### config.mk
export PLATFORM = sky130hd
export DESIGN_NAME = sdm_dac
export DESIGN_NICKNAME = d
export VERILOG_FILES = /design/src/rtl/sdm_pkg.sv /design/src/rtl/sdm_dac_lfsr16.sv /design/src/rtl/sdm_dac.sv
export SDC_FILE = /design/constraint.sdc
export NUM_CORES = 1
export LEC_CHECK = 0
export BUFFER_PORTS_ARGS = -buffer_cell sky130_fd_sc_hd__buf_2
export CAP_MARGIN = 20
export CORE_ASPECT_RATIO = 1.2
export CORE_UTILIZATION = 55
export CTS_CLUSTER_DIAMETER = 30
export DETAILED_ROUTE_END_ITERATION = 7
export GPL_TIMING_DRIVEN = 0
export PLACE_DENSITY = 0.72
export SLEW_MARGIN = 20
export SYNTH_ARGS = -nofsm -noshare
export SYNTH_HDL_FRONTEND = slang
export SYNTH_SLANG_ARGS = --single-unit
export TNS_END_PERCENT = 50
### constraint.sdc
create_clock -name clock -period 6 [get_ports clock]
set_input_delay 0.3 -clock clock [delete_from_list [all_inputs] [get_ports clock]]
set_output_delay 0.3 -clock clock [all_outputs]
set_load 0.01 [all_outputs]
### src/rtl/sdm_pkg.sv
// Shared constants and helpers for the second-order sigma-delta DAC.
// The dither LFSR constants are only consumed when SDM_DAC_DITHER_EN is defined.
package sdm_pkg;

    localparam int DW_DEF = 18;
    localparam int AW_DEF = 22;
    localparam int FS     = 1 << (DW_DEF - 1);

    localparam logic [15:0] LFSR_SEED = 16'hACE1;
    // Right-shifting Fibonacci form: taps 16,14,13,11 land on bits 0,2,3,5.
    localparam logic [15:0] LFSR_TAPS = 16'h002D;

    // Clamp a signed value into the range of a width-bit two's complement word.
    function automatic longint saturate(input longint value, input int width,
                                        output logic clipped);
        longint hi;
        longint lo;
        longint res;
        hi = (longint'(1) <<< (width - 1)) - 1;
        lo = -(longint'(1) <<< (width - 1));
        clipped = 1'b0;
        res = value;
        if (value > hi) begin
            res = hi;
            clipped = 1'b1;
        end else if (value < lo) begin
            res = lo;
            clipped = 1'b1;
        end
        return res;
    endfunction

endpackage

### src/rtl/sdm_dac_lfsr16.sv
// 16-bit Fibonacci LFSR used as the dither source (taps 16,14,13,11).
module lfsr16
    import sdm_pkg::*;
(
    input  logic        clock,
    input  logic        reset,
    output logic [15:0] q
);

    always_ff @(posedge clock or negedge reset) begin
        if (!reset) begin
            q <= LFSR_SEED;
        end else begin
            q <= {^(q & LFSR_TAPS), q[15:1]};
        end
    end

endmodule

### src/rtl/sdm_dac.sv
// Second-order sigma-delta modulator producing a 1-bit pulse-density stream.
// Define SDM_DAC_DITHER_EN to add a small LFSR dither term into the first integrator.
module sdm_dac
    import sdm_pkg::*;
#(
    parameter int DW = DW_DEF,
    parameter int AW = AW_DEF
) (
    input  logic          clock,
    input  logic          reset,
    input  logic          endataout,
    input  logic [DW-1:0] datain,
    input  logic          mute,
    input  logic          clr_ovl,
    output logic          dout,
    output logic          ovl
);

    localparam logic [AW:0] FB_POS = (AW+1)'(longint'(1) << (DW - 1));
    localparam logic [AW:0] FB_NEG = (AW+1)'(-(longint'(1) << (DW - 1)));

    logic signed [DW-1:0] x_q;
    logic signed [AW-1:0] i1;
    logic signed [AW-1:0] i2;
    logic signed [AW-1:0] i1_next;
    logic signed [AW-1:0] i2_next;
    logic signed [AW:0]   sum1;
    logic signed [AW:0]   sum2;
    logic        [AW:0]   xin_ext;
    logic        [AW:0]   fb_ext;
    logic        [AW:0]   d_ext;
    logic                 clip1;
    logic                 clip2;

`ifdef SDM_DAC_DITHER_EN
    logic [15:0] lfsr_q;

    lfsr16 u_lfsr (
        .clock (clock),
        .reset (reset),
        .q     (lfsr_q)
    );

    assign d_ext = {{(AW-3){lfsr_q[3]}}, lfsr_q[3:0]};
`else
    assign d_ext = '0;
`endif

    // Sums are one bit wider than the integrators so the clip test sees true overflow.
    always_comb begin
        xin_ext = mute ? '0 : {{(AW+1-DW){x_q[DW-1]}}, x_q};
        fb_ext  = dout ? FB_POS : FB_NEG;
        sum1    = {i1[AW-1], i1} + xin_ext - fb_ext + d_ext;
        sum2    = {i2[AW-1], i2} + {i1[AW-1], i1} - fb_ext;
        clip1   = 1'b0;
        clip2   = 1'b0;
        i1_next = AW'(saturate(longint'(sum1), AW, clip1));
        i2_next = AW'(saturate(longint'(sum2), AW, clip2));
    end

    always_ff @(posedge clock or negedge reset) begin
        if (!reset) begin
            x_q  <= '0;
            i1   <= '0;
            i2   <= '0;
            dout <= 1'b0;
            ovl  <= 1'b0;
        end else begin
            if (endataout) begin
                x_q <= datain;
            end
            i1   <= i1_next;
            i2   <= i2_next;
            dout <= !i2_next[AW-1];
            if (clip1 || clip2) begin
                ovl <= 1'b1;
            end else if (clr_ovl) begin
                ovl <= 1'b0;
            end
        end
    end

endmodule

==> results_tabular.tex <==
\begin{tabular}{lr}
\hline
Metric & Value \\
\hline
\multicolumn{2}{l}{\textbf{Outcome}} \\
\quad Result of the run & finished clean \\
\multicolumn{2}{l}{\textbf{Yosys}} \\
\quad Async set-or-reset flop fraction in the synthesized netlist & 1.00 \\
\quad Post-synthesis sequential element count & 64 \\
\quad Number of flops mapped to enable cells by yosys & 0 \\
\quad Cell with the most instances after synthesis & inv\_1 \\
\quad Most numerous cell types in the synthesized netlist & inv\_1, ha\_1, dfrtp\_1 \\
\quad Synth area leaders & dfrtp\_1, ha\_1, inv\_1 \\
\quad Unique cell type count in the Yosys netlist & 75 \\
\quad Post-synthesis average cell area & 9.13 um2 \\
\quad Post-synthesis instance total & 616 \\
\quad Post-synth top area cell & dfrtp\_1 \\
\quad Fraction of the yosys area taken by sequential cells & 0.285 \\
\quad Leading register cell type out of synthesis & dfrtp\_1 \\
\quad Synthesized net count & 725 \\
\quad Synth Cell Area & between 5000 and 6000 um2 \\
\quad Yosys synthesis warning count & 0 \\
\quad Fraction of synthesized cell area taken by the top area cell type & 0.285 \\
\multicolumn{2}{l}{\textbf{Cells and area}} \\
\quad Area growth syn-to-layout & 11.3\% \\
\quad Fraction of layout instances using a drive strength above 1 & 0.146 \\
\quad NumNets Final & between 700 and 800 \\
\quad Fill cell total of the finished layout & 807 \\
\quad Antenna diodes & 0 \\
\quad Final standard cell count with taps included and fillers excluded & 783 \\
\quad Final design area excluding fillers & between 6000 and 7000 um2 \\
\multicolumn{2}{l}{\textbf{Floorplanning}} \\
\quad Starting density of the core & 0.565 \\
\quad Height of the die & 113 um \\
\quad Width of the chip & 94.3 um \\
\quad Die area & 10600 um2 \\
\quad I/O Pins & 25 \\
\quad Core region area & 9960 um2 \\
\quad Placement Rows & 40 \\
\multicolumn{2}{l}{\textbf{Drt}} \\
\quad Via count & between 4000 and 5000 \\
\quad Residual DRC & 0 \\
\quad Average wire per cell in the routed design & 14.0 um \\
\quad Total length of routed wires & 11000 um \\
\quad First-iteration detailed-routing DRC count & between 200 and 300 \\
\quad 1st-pass router iterations & 5 \\
\quad Routed vias/inst & approximately 5.4 \\
\quad Post-detailed-route count of antenna-violating nets & 0 \\
\multicolumn{2}{l}{\textbf{CTS}} \\
\quad Clock insertion delay at the later pin of the skew report & $\sim$0.33 ns \\
\quad CTS buffer count & 9 \\
\quad Clock root buffer & clkbuf\_16 \\
\quad \# H-tree levels & 3 \\
\quad Clock transition at the register clock pins on the worst setup and hold paths after CTS & approximately 0.06 ns \\
\quad Clock Path Buffers & 2 \\
\quad Post-CTS Setup Bufs & 0 \\
\quad Count of instances resized after the clock tree is built & 0 \\
\quad CTS tree & yes \\
\quad Sink Count & 64 \\
\quad CTS Hold Buffers Added & 1 \\
\multicolumn{2}{l}{\textbf{Global route}} \\
\quad Global route total overflow & 0 \\
\quad Number of global-route vias before repair & 4295 \\
\quad Global-route usage over all layers & 0.237 \\
\quad First-pass GRT wire length & 19600 um \\
\quad Number of antenna violations at the first check in global routing & 0 \\
\quad Largest net degree at the start of global routing & 61 \\
\multicolumn{2}{l}{\textbf{STA}} \\
\quad Worst-Margin Slew & $\sim$0.65 ns \\
\quad Crit share post-route & 0.654 \\
\quad Achievable Freq & 0.255 GHz \\
\quad Unrepaired setup endpoints after global routing & false \\
\quad Final sum of negative setup slack & 0 ns \\
\quad Clock Skew & 0.00697 ns \\
\quad Shortest clock period the worst path allows after layout & 3.92 ns \\
\quad \# setup viols final & 0 \\
\quad Normalized max-slew margin & 0.565 \\
\quad Final Max Slew Viols & 0 \\
\quad Hold violation total from the final report & 0 \\
\multicolumn{2}{l}{\textbf{Setup path}} \\
\quad Startpoint types & register \\
\quad Cells on worst reg2reg path & 13 \\
\quad Worst reg2reg setup slack & approximately 2.1 ns \\
\quad Sum of buffers and inverters on the critical path & 4 \\
\quad Slowest cell on the critical path & fa\_1 \\
\quad Type of the worst setup path & reg2reg \\
\quad Ordered cell list for the critical path & inv\_1, fa\_1, inv\_1, ha\_1, clkbuf\_1, a21oi\_1, o22ai\_1, a211o\_1, a21oi\_1, xnor2\_2, nand2\_2, buf\_4, a21oi\_1 \\
\quad Capture instance of the worst register-to-register path & i2[13]\$\_DFF\_PN0\_ \\
\quad Critical Path End Type & register \\
\quad Worst path max stage delay & 0.58 ns \\
\quad Crit-path max FO & 10 \\
\quad Gate family responsible for the most delay along the worst path & compound AO/OA/AOI/OAI gates \\
\quad CP dominant cell by count & a21oi\_1 \\
\quad WP data arrival & 4.18 ns \\
\quad Critical R2R Launch & dout\$\_DFF\_PN0\_ \\
\quad Required time of the worst setup path & around 6.3 ns \\
\multicolumn{2}{l}{\textbf{Place}} \\
\quad GPL Wtd Cong & 0.839 \\
\quad Post-placement cell area & between 5000 and 6000 um2 \\
\quad Total half-perimeter wirelength after legalization and detailed placement & 8630 um \\
\quad PortBufs & 23 \\
\quad Placed Instances & approximately 770 \\
\multicolumn{2}{l}{\textbf{Worst hold path}} \\
\quad Worst Min Path Start & datain[16] \\
\quad Path category of the worst min-delay check & in2reg \\
\quad Hold Path Depth & 2 \\
\quad Hold Crit Endpoint & x\_q[16]\$\_DFFE\_PN0P\_ \\
\multicolumn{2}{l}{\textbf{Flow run}} \\
\quad Number of maximum-capacitance constraint violations & 0 \\
\hline
\end{tabular}
metal layers:
layer / GRT usage / wire length [um] / part of all wire / vias to the layer above
li1: - / - / - / 2159
met1: 0.296 / 4880 / 0.44 / 1946
met3: 0.0323 / 338 / 0.031 / 20
met5: 0 / 0 / 0 / -
met2: 0.409 / 5480 / 0.50 / 85
met4: 0.0944 / 282 / 0.026 / 0
through the flow:
step,hold slack (ns),setup WS (ns),util
after global placement,0.480,2.08,0.592
after detailed placement,0.130,2.04,0.595
final,0.199,2.08,0.629
after floorplan,0.00441,2.62,-
after CTS,0.192,2.00,0.629
after global routing,0.196,1.71,0.629
cells by family (layout without fill, tap and decap cells):
kind of cell | Yosys count | count (layout) | synth area share
AO/OA/AOI/OAI | 160 | 160 | 0.191
XOR/XNOR | 39 | 39 | 0.0634
multiplexers | 19 | 19 | 0.0378
AND/OR/NAND/NOR | 109 | 109 | 0.110
flip-flops | 64 | 64 | 0.285
buffers and inverters | 134 | 175 | 0.102
adder cells (fa/ha/maj) | 91 | 91 | 0.211
cell usage in the layout, fill, tap and decap left out, types with 4 or more instances in the layout:
| master | count |
|---|---|
| ha_1 | 78 |
| nor2_1 | 22 |
| buf_2 | 23 |
| a21o_1 | 22 |
| o21ai_1 | 4 |
| nand2_1 | 22 |
| nand3_1 | 9 |
| o21bai_1 | 4 |
| buf_4 | 4 |
| mux2_2 | 18 |
| nor2b_1 | 6 |
| xnor2_1 | 19 |
| a21oi_1 | 53 |
| nand2b_1 | 24 |
| fa_1 | 8 |
| o211ai_1 | 6 |
| clkbuf_16 | 9 |
| dfrtp_1 | 64 |
| xor2_1 | 18 |
| o21ai_0 | 23 |
| a31oi_1 | 4 |
| clkbuf_1 | 5 |
| o21ai_2 | 10 |
| inv_1 | 117 |
| maj3_1 | 4 |
| o21a_1 | 7 |
| nand4_1 | 4 |
worst register-to-register path: stages (launching register included):
cell and delay [ns]:
dfrtp_1 0.54, inv_1 0.24, fa_1 0.58, inv_1 0.04, ha_1 0.27, clkbuf_1 0.18, a21oi_1 0.32, o22ai_1 0.12
a211o_1 0.30, a21oi_1 0.23, xnor2_2 0.30, nand2_2 0.32, buf_4 0.27, a21oi_1 0.14
flip-flops by register name, summed over array words and instances (netlist names):
register / cells
i2: 22
i1: 22
ovl: 1
dout: 1
x_q: 18
how the worst max path moves through the flow:
stage                     depth (start not counted)      startpoint          endpoint  slack, ns
after floorplan                                  13  dout$_DFF_PN0_  i2[20]$_DFF_PN0_       2.62
after global placement                           13  dout$_DFF_PN0_  i2[20]$_DFF_PN0_       2.08
after detailed placement                         13  dout$_DFF_PN0_  i2[12]$_DFF_PN0_       2.04
after CTS                                        13  dout$_DFF_PN0_  i2[12]$_DFF_PN0_       2.00
after global routing                             13  dout$_DFF_PN0_  i2[13]$_DFF_PN0_       1.71
final                                            13  dout$_DFF_PN0_  i2[13]$_DFF_PN0_       2.08
layout make-up:
cell class	count	area [um2]	share of cell area
Tap cell	126	158	0.0252
Multi-Input combinational cell	418	3450	0.551
Sequential cell	64	1600	0.256
Clock buffer	11	243	0.0388
Clock inverter	5	80.1	0.0128
Buffer	16	133	0.0212
Inverter	118	443	0.0707
Timing Repair Buffer	25	155	0.0248
Power is not shown: default switching activity piles up to over one toggle a cycle in this logic, so the estimate is an artifact.
